<file path="src/rtl/dma_frame_seq.sv">
// dma_frame_seq: runs RDMA/WDMA for num_frames frames, striding each base address.
// Define DMA_SEQ_LAG_LIMIT_EN to hold RDMA within MAX_LAG frames of WDMA.
module dma_frame_seq #(
  parameter int ADDR_WIDTH = 32,
  parameter int LEN_WIDTH  = 32,
  parameter int CNT_WIDTH  = 16,
  parameter int MAX_LAG    = 2
) (
  input  logic                  ap_clk,
  input  logic                  areset,
  input  logic                  ap_start,
  output logic                  ap_idle,
  output logic                  ap_done,
  output logic                  ap_ready,
  input  logic [LEN_WIDTH-1:0]  rdma_transfer_byte,
  input  logic [LEN_WIDTH-1:0]  wdma_transfer_byte,
  input  logic [ADDR_WIDTH-1:0] rdma_mem_ptr,
  input  logic [ADDR_WIDTH-1:0] wdma_mem_ptr,
  input  logic [ADDR_WIDTH-1:0] rdma_stride,
  input  logic [ADDR_WIDTH-1:0] wdma_stride,
  input  logic [CNT_WIDTH-1:0]  num_frames,
  output logic                  rdma_ap_start,
  input  logic                  rdma_ap_ready,
  input  logic                  rdma_ap_done,
  output logic [ADDR_WIDTH-1:0] rdma_base_addr,
  output logic [LEN_WIDTH-1:0]  rdma_len,
  output logic                  wdma_ap_start,
  input  logic                  wdma_ap_ready,
  input  logic                  wdma_ap_done,
  output logic [ADDR_WIDTH-1:0] wdma_base_addr,
  output logic [LEN_WIDTH-1:0]  wdma_len,
  output logic [CNT_WIDTH-1:0]  rd_frames_done,
  output logic [CNT_WIDTH-1:0]  wr_frames_done
);

  typedef enum logic [1:0] {IDLE, RUN, FIN} top_e;
  typedef enum logic [1:0] {C_IDLE, C_START, C_BUSY, C_END} ch_e;

`ifdef DMA_SEQ_LAG_LIMIT_EN
  localparam bit LagEn = 1'b1;
`else
  localparam bit LagEn = 1'b0;
`endif
  localparam logic [CNT_WIDTH:0] LagW = (CNT_WIDTH+1)'(MAX_LAG);

  top_e top_q, top_d;
  ch_e  rd_st_q, rd_st_d, wr_st_q, wr_st_d;
  logic start_q;
  logic rd_go_q, wr_go_q, idle_q, done_q;
  logic [CNT_WIDTH-1:0]  nf_q, nf_d;
  logic [CNT_WIDTH-1:0]  rd_cnt_q, rd_cnt_d, wr_cnt_q, wr_cnt_d;
  logic [ADDR_WIDTH-1:0] rd_addr_q, rd_addr_d, wr_addr_q, wr_addr_d;
  logic [ADDR_WIDTH-1:0] rd_str_q, rd_str_d, wr_str_q, wr_str_d;
  logic [LEN_WIDTH-1:0]  rd_len_q, rd_len_d, wr_len_q, wr_len_d;

  logic launch, rd_fin, wr_fin, rd_more, wr_more, rd_gate, run_n;
  logic [CNT_WIDTH:0] rd_lim;

  function automatic ch_e ch_next(ch_e st, logic run, logic fin,
                                  logic rdy, logic more, logic gate);
    ch_e nx;
    nx = st;
    if (!run) begin
      nx = C_IDLE;
    end else begin
      unique case (st)
        C_IDLE:  if (more && gate) nx = C_START;
        C_START: begin
          if (fin) nx = !more ? C_END : (gate ? C_START : C_IDLE);
          else if (rdy) nx = C_BUSY;
        end
        C_BUSY:  if (fin) nx = !more ? C_END : (gate ? C_START : C_IDLE);
        C_END:   nx = C_END;
        default: nx = C_IDLE;
      endcase
    end
    return nx;
  endfunction

  always_comb begin
    launch = (top_q == IDLE) & ap_start & ~start_q;
    // same-cycle ready+done in C_START completes the frame outright
    rd_fin = rdma_ap_done & ((rd_st_q == C_BUSY) |
             ((rd_st_q == C_START) & rdma_ap_ready));
    wr_fin = wdma_ap_done & ((wr_st_q == C_BUSY) |
             ((wr_st_q == C_START) & wdma_ap_ready));
  end

  always_comb begin
    nf_d      = nf_q;
    rd_len_d  = rd_len_q;
    wr_len_d  = wr_len_q;
    rd_str_d  = rd_str_q;
    wr_str_d  = wr_str_q;
    rd_addr_d = rd_addr_q;
    wr_addr_d = wr_addr_q;
    rd_cnt_d  = rd_cnt_q;
    wr_cnt_d  = wr_cnt_q;
    if (launch) begin
      nf_d      = num_frames;
      rd_len_d  = rdma_transfer_byte;
      wr_len_d  = wdma_transfer_byte;
      rd_str_d  = rdma_stride;
      wr_str_d  = wdma_stride;
      rd_addr_d = rdma_mem_ptr;
      wr_addr_d = wdma_mem_ptr;
      rd_cnt_d  = '0;
      wr_cnt_d  = '0;
    end else begin
      if (rd_fin) begin
        rd_cnt_d  = rd_cnt_q + CNT_WIDTH'(1);
        rd_addr_d = rd_addr_q + rd_str_q;
      end
      if (wr_fin) begin
        wr_cnt_d  = wr_cnt_q + CNT_WIDTH'(1);
        wr_addr_d = wr_addr_q + wr_str_q;
      end
    end
  end

  always_comb begin
    rd_more = rd_cnt_d < nf_d;
    wr_more = wr_cnt_d < nf_d;
    rd_lim  = {1'b0, wr_cnt_d} + LagW;
    rd_gate = ~LagEn | ({1'b0, rd_cnt_d} < rd_lim);
  end

  always_comb begin
    top_d = top_q;
    unique case (top_q)
      IDLE:    if (launch) top_d = (num_frames == '0) ? FIN : RUN;
      RUN:     if (!rd_more && !wr_more) top_d = FIN;
      FIN:     top_d = IDLE;
      default: top_d = IDLE;
    endcase
    run_n   = (top_d == RUN);
    rd_st_d = ch_next(rd_st_q, run_n, rd_fin, rdma_ap_ready,
                      rd_more, rd_gate);
    wr_st_d = ch_next(wr_st_q, run_n, wr_fin, wdma_ap_ready,
                      wr_more, 1'b1);
  end

  always_ff @(posedge ap_clk) begin
    if (areset) begin
      top_q     <= IDLE;
      rd_st_q   <= C_IDLE;
      wr_st_q   <= C_IDLE;
      start_q   <= 1'b0;
      rd_go_q   <= 1'b0;
      wr_go_q   <= 1'b0;
      idle_q    <= 1'b1;
      done_q    <= 1'b0;
      nf_q      <= '0;
      rd_cnt_q  <= '0;
      wr_cnt_q  <= '0;
      rd_addr_q <= '0;
      wr_addr_q <= '0;
      rd_str_q  <= '0;
      wr_str_q  <= '0;
      rd_len_q  <= '0;
      wr_len_q  <= '0;
    end else begin
      top_q     <= top_d;
      rd_st_q   <= rd_st_d;
      wr_st_q   <= wr_st_d;
      start_q   <= ap_start;
      rd_go_q   <= (rd_st_d == C_START);
      wr_go_q   <= (wr_st_d == C_START);
      idle_q    <= (top_d == IDLE);
      done_q    <= (top_d == FIN);
      nf_q      <= nf_d;
      rd_cnt_q  <= rd_cnt_d;
      wr_cnt_q  <= wr_cnt_d;
      rd_addr_q <= rd_addr_d;
      wr_addr_q <= wr_addr_d;
      rd_str_q  <= rd_str_d;
      wr_str_q  <= wr_str_d;
      rd_len_q  <= rd_len_d;
      wr_len_q  <= wr_len_d;
    end
  end

  assign ap_idle        = idle_q;
  assign ap_done        = done_q;
  assign ap_ready       = done_q;
  assign rdma_ap_start  = rd_go_q;
  assign wdma_ap_start  = wr_go_q;
  assign rdma_base_addr = rd_addr_q;
  assign wdma_base_addr = wr_addr_q;
  assign rdma_len       = rd_len_q;
  assign wdma_len       = wr_len_q;
  assign rd_frames_done = rd_cnt_q;
  assign wr_frames_done = wr_cnt_q;

endmodule
</file>
<file path="config.mk">
export PLATFORM = sky130hd
export DESIGN_NAME = dma_frame_seq
export DESIGN_NICKNAME = d
export VERILOG_FILES = /design/src/rtl/dma_frame_seq.sv
export SDC_FILE = /design/constraint.sdc
export NUM_CORES = 1
export LEC_CHECK = 0
export CORE_MARGIN = 5
export CORE_UTILIZATION = 49
export DETAILED_ROUTE_END_ITERATION = 7
export GPL_ROUTABILITY_DRIVEN = 1
export PLACE_DENSITY = 0.91
export SLEW_MARGIN = 10
export SYNTH_ARGS = -nofsm -noshare
export SYNTH_HDL_FRONTEND = slang
export SYNTH_SLANG_ARGS = --single-unit
</file>
<file path="constraint.sdc">
create_clock -name ap_clk -period 5.5 [get_ports ap_clk]
set_input_delay 0.55 -clock ap_clk [delete_from_list [all_inputs] [get_ports ap_clk]]
set_output_delay 0.55 -clock ap_clk [all_outputs]
set_load 0.05 [all_outputs]
</file>
# Word level (Yosys, flattened, before mapping)
# Cells that the tools add are included.
# W data, S select, Z words.
[totals] register_bits=251 input_bits=215 out_inout_bits=165 elab_cells=80
[op_classes] n_addsub=4 magnitude_cmp=2 n_eq_ne=11 muxes=27 n_bitwise=9 n_reduce_logical=10
[ops] op="$mux W32" n=4
[ops] op="$mux W16" n=5
[ops] op="$add A32 B32 Y32" n=2
[ops] op="$add A16 B1 Y16 const B" n=2
[ops] op="$lt A16 B16 Y1" n=2
[ops] op="$mux W2" n=15
[ops] op="$logic_not A16 Y1" n=1
[ops] op="$pmux W2 S4" n=2
[ops] op="$eq A2 B1 Y1 const B" n=6
[ops] op="$eq A2 B2 Y1 const B" n=5
[ops] op="$logic_not A2 Y1" n=4
[ops] op="$and A1 B1 Y1" n=6
[ops] op="$pmux W2 S2" n=1
[ops] op="$reduce_bool A2 Y1" n=2
[ops] op="$logic_not A1 Y1" n=2
[ops] op="$or A1 B1 Y1" n=2
[ops] op="$logic_and A1 B1 Y1" n=1
[ops] op="$not A1 Y1" n=1

# Depth between registers and ports, before layout
[depth] ltp_word=14 depth_mapped=19

# Worst setup path after synthesis
# OpenSTA, ideal clock, no wires.
[synth_timing] path_kind="input -> register" start="input port ap_start" end="register rd_st_q[0]" setup_time_ps=86 t_arrival_ps=3889 t_required_ps=5414 setup_slack_ps=1525 cell_stages=14 path_buffers=2 cell_sequence="nor4b_1 > clkbuf_1 > clkbuf_1 > mux2i_1 > ha_1 > a21o_1 > a21o_1 > a21o_1 > a21o_1 > a21o_1 > a311oi_2 > o21ai_1 > a21o_1 > a211oi_1"
[synth_between] elab_chain_cells=10
[synth_lines] element="from (decl)" line="11" rtl="input logic ap_start,"
[synth_lines] element="$and A1 B1 Y1 * (2 in series)" line="81" rtl="launch = (top_q == IDLE) & ap_start & ~start_q;"
[synth_lines] element="$mux W16" line="99" rtl="if (launch) begin"
[synth_lines] element="$lt A16 B16 Y1, on equally long branches" line="122, 123"
[synth_lines] element="$logic_not A1 Y1"
[synth_lines] element="$logic_and A1 B1 Y1" line="132" rtl="RUN: if (!rd_more && !wr_more) top_d = FIN;"
[synth_lines] element="$mux W2" line="132"
[synth_lines] element="$pmux W2 S2" line="130" rtl="unique case (top_q)"
[synth_lines] element="$eq A2 B1 Y1" line="136" rtl="run_n = (top_d == RUN);"
[synth_lines] element="$mux W2 *" line="63" rtl="if (!run) begin"
[synth_lines] element="to (signal assigned)" line="164" rtl="rd_st_q <= rd_st_d;"
[synth_lines] element="to (decl)" line="47" rtl="ch_e rd_st_q, rd_st_d, wr_st_q, wr_st_d;"
# Every way passes the cells marked *; elsewhere a longest branch is shown, timed or not.
# A chain may end at the register's enable or synchronous reset.

# Worst setup path after layout
[layout_timing] start="input port wdma_ap_ready" end="register rd_st_q[0]"
[layout_between] elab_chain_cells=12
[layout_lines] element="from (decl)" line="28" rtl="input logic wdma_ap_ready,"
[layout_lines] element="$and A1 B1 Y1" line="86" rtl="((wr_st_q == C_START) & wdma_ap_ready));"
[layout_lines] element="$or A1 B1 Y1" line="85" rtl="wr_fin = wdma_ap_done & ((wr_st_q == C_BUSY) |"
[layout_lines] element="$and A1 B1 Y1" line="85"
[layout_lines] element="$mux W16" line="114" rtl="if (wr_fin) begin"
[layout_lines] element="$mux W16" line="99"
[layout_lines] element="named net wr_cnt_d[15]" line="51" rtl="logic [CNT_WIDTH-1:0] rd_cnt_q, rd_cnt_d, wr_cnt_q, wr_cnt_d;"
[layout_lines] element="$lt A16 B16 Y1" line="123" rtl="wr_more = wr_cnt_d < nf_d;"
[layout_lines] element="$logic_not A1 Y1"
[layout_lines] element="$logic_and A1 B1 Y1" line="132"
[layout_lines] element="$mux W2" line="132"
[layout_lines] element="$pmux W2 S2" line="130"
[layout_lines] element="$eq A2 B1 Y1" line="136"
[layout_lines] element="$mux W2" line="63"
# The timed path passes the listed nets, and every way through them passes these cells.

==> results_dict.tcl <==
set metrics [dict create \
    synth_flop_cell "dfxtp_1" \
    io_buffers 379 \
    postCtsHoldBufs 0 \
    avgSynthCellArea_um2 7.808 \
    synth_nets 2060 \
    skew_ns 0.01173 \
    crit_path_top_delay_cell "clkdlybuf4s50_1" \
    tns_ns 0 \
    yosysWarnings 0 \
    stdcell_count 2472 \
    rr_startpoint "wr_st_q[0]" \
    min_period_ns 4.144 \
    crit_family "compound AO/OA/AOI/OAI gates" \
    power_switching_mw 1.614 \
    fillers 2212 \
    cts_tree "built" \
    endpoint_kind "register" \
    post-cts-setup-buffers 0 \
    ys_async_sr_fraction 0 \
    endpoint "rd_st_q[0]" \
    synth_seq_area_share 0.3679 \
    slowest_delay_ns 0.50 \
    ioPinCount 380 \
    die_area_mm2 0.03131 \
    power_frac_comb 0.241 \
    grt_pass1_wl_mm 72.68 \
    synthDistinctLibCells 83 \
    worst_ep_arrival_time_ns 4.60 \
    pwr-share-clk 0.368 \
    fp.dieW_um 176.9 \
    crit_path_start_kind "input port" \
    crit_path_cell_trace "clkdlybuf4s50_1 > nand2_1 > o21ai_0 > and2_2 > nand4_1 > nor3_1 > nand3_1 > xor2_1 > nor2_1 > ha_1 > nand4_1 > nor2_1 > nand3_1 > o21ai_0 > a21o_1 > a311oi_2 > o21ai_1 > a21o_1 > a211oi_1" \
    synth.cell_area_mm2 0.01366 \
    relSlewSlack 0.2909 \
    ys_ff_latch 251 \
    reg2regPathDepth 18 \
    final_nets 2379 \
    num_rows 61 \
    synth_edf_count 0 \
    drive_gt1_frac 0.04354 \
    hold_viol 0 \
    dr.pass1.iters 6 \
    tightest_slew_ns 1.064 \
    vias 14289 \
    cts_root_buffer "clkbuf_16" \
    p_leak_nw 7.289 \
    rrSetupSlack_ns 1.45 \
    syn_inst 1749 \
    path_clk_slew_ns 0.06 \
    pwr-share-seq 0.391 \
    grt_usage 0.2788 \
    critPathBufInv 1 \
    rsz0062_at_grt "no" \
    remaining_drc_errors 0 \
    outcome "finished, final reports clean" \
    antenna_found_initial 2 \
    dp.cells 2416 \
    clk_latency_ns 0.55 \
    grt_max_degree 125 \
    htreeDepth 1 \
    ant_nets 0 \
    path_class "input port to register" \
    r2r-end "rd_st_q[0]" \
    coreArea_mm2 0.02763 \
    die_height_um 176.9 \
    min_path_type "register to register" \
    worst-path-stages 19 \
    cts_made_buffers 28 \
    p_per_area_mw_per_mm2 276.3 \
    totalWireLength_mm 45.58 \
    swShare 0.3144 \
    grt_pass1_vias 14205 \
    first_iter_violations 979 \
    p_int_mw 3.520 \
    numClockSinks 251 \
    cts_resized 0 \
    hpwl_mm 33.30 \
    start_util 0.4943 \
    viasPerCell 5.780 \
    drv_cap 0 \
    post-route-period-util 0.7535 \
    area_growth_pct 36.07 \
    max_freq_ghz 0.2413 \
    report.final.setup_viol 0 \
    wl_per_cell_um 18.44 \
    crit_fanout 7 \
    slew_violations 0 \
    required_ns 5.95 \
    grt_overflow 0 \
    gp_congestion 0.9437 \
    cp-startpoint "wdma_ap_ready" \
    irDropWorstVdd_mv 0.2500 \
    clock_path_buffers 3 \
]
worst min-delay path, cell delays in order, from the launching register on:
cell     delay, ns
dfxtp_1       0.31
nand2_1       0.05
a21oi_1       0.05
cell usage after synthesis, drive strengths merged, types with 13 or more instances:
cell type / instances / area, µm²
nor2: 143 / 536.8
a21oi: 218 / 1099
a21o: 36 / 271.5
a211oi: 27 / 212.7
nor3: 51 / 255.2
mux2i: 23 / 230.2
xnor2: 38 / 332.8
nand2: 375 / 1408
clkbuf: 91 / 344.1
nand4: 22 / 137.6
ha: 94 / 1176
dfxtp: 251 / 5025
inv: 28 / 105.1
xor2: 31 / 271.5
o21a: 13 / 98.85
a311oi: 28 / 251.5
nand3: 33 / 165.2
buf: 13 / 56.30
o21ai: 70 / 354.1
a31oi: 18 / 118.9
logic make-up (layout without fill, tap and decap cells):
logic type	count (synthesis)	in the layout	share of synthesized area
AO/OA/AOI/OAI	481	481	0.2235
XOR/XNOR	69	69	0.04425
adder cells (fa/ha/maj)	97	97	0.08978
buffers and inverters	132	473	0.03701
flip-flops	251	251	0.3679
multiplexers	26	26	0.01933
other	0	4	0
AND/OR/NAND/NOR	693	693	0.2181
layer usage:
metal  wire [µm]  track usage
met1       18140       0.3478
met2       21770       0.4719
met3        4310      0.07221
met4        1359      0.09026
met5           0            0
power groups by stage:
stage                     sequential, mW  clock, mW  combinational [mW]
after floorplan                     2.28          0               0.532
after global placement              2.04          0                1.19
after detailed placement            2.05          0                1.22
after CTS                           2.01       1.92                1.23
after global routing                2.02       2.00                1.33
final                               2.01       1.89                1.24
metrics by stage:
stage	utilization	instance area (µm²)	setup slack, ns	power [mW]	hold slack [ns]
floorplan	-	13660	1.525	2.809	0.4400
finish	0.6726	18580	1.356	5.135	0.4519
detailed placement	0.6386	17640	0.8366	3.270	0.4453
CTS	0.6722	18570	1.391	5.161	0.4539
global route	0.6724	18580	0.8005	5.350	0.4723
global placement	0.6386	17640	1.048	3.235	0.4406
cells in the final DEF (no fill, tap or decap), types with 28 or more instances in the layout:
cell type / instances
a21o_1: 35
a21oi_1: 216
clkbuf_16: 29
clkdlybuf4s50_1: 378
dfxtp_1: 251
ha_1: 94
inv_1: 28
nand2_1: 375
nand3_1: 33
nor2_1: 143
nor3_1: 51
o21ai_0: 63
xnor2_1: 38
xor2_1: 31
registers in the layout, indices dropped and copies added, names as in the netlist, 2 cells and up:
signal and count:
wdma_base_addr 32, wr_st_q 2, top_q 2, wdma_len 32
rdma_len 32, wr_frames_done 16, rd_str_q 32, nf_q 16
rd_frames_done 16, rd_st_q 2, rdma_base_addr 32, wr_str_q 32
cell type report:
type,instances,area [µm²],area share
Clock inverter,15,142.6,0.007676
Clock buffer,37,785.8,0.04228
Multi-Input combinational cell,1366,8142,0.4381
Antenna cell,4,10.01,0.0005386
Sequential cell,251,5025,0.2704
Timing Repair Buffer,393,3900,0.2099
Inverter,28,105.1,0.005656
Tap cell,378,473.0,0.02545
how the worst min path moves through the flow:
stage / end / from / cells after the start / slack (ns)
floorplan: rd_str_q[0] / rd_str_q[0] / 2 / 0.44
global placement: rdma_len[15] / rdma_len[15] / 2 / 0.44
detailed placement: wdma_len[28] / wdma_len[28] / 2 / 0.45
CTS: wdma_len[28] / wdma_len[28] / 2 / 0.45
global route: rdma_len[24] / rdma_len[24] / 2 / 0.47
finish: wdma_len[28] / wdma_len[28] / 2 / 0.45
(Power assumes the default switching activity.)
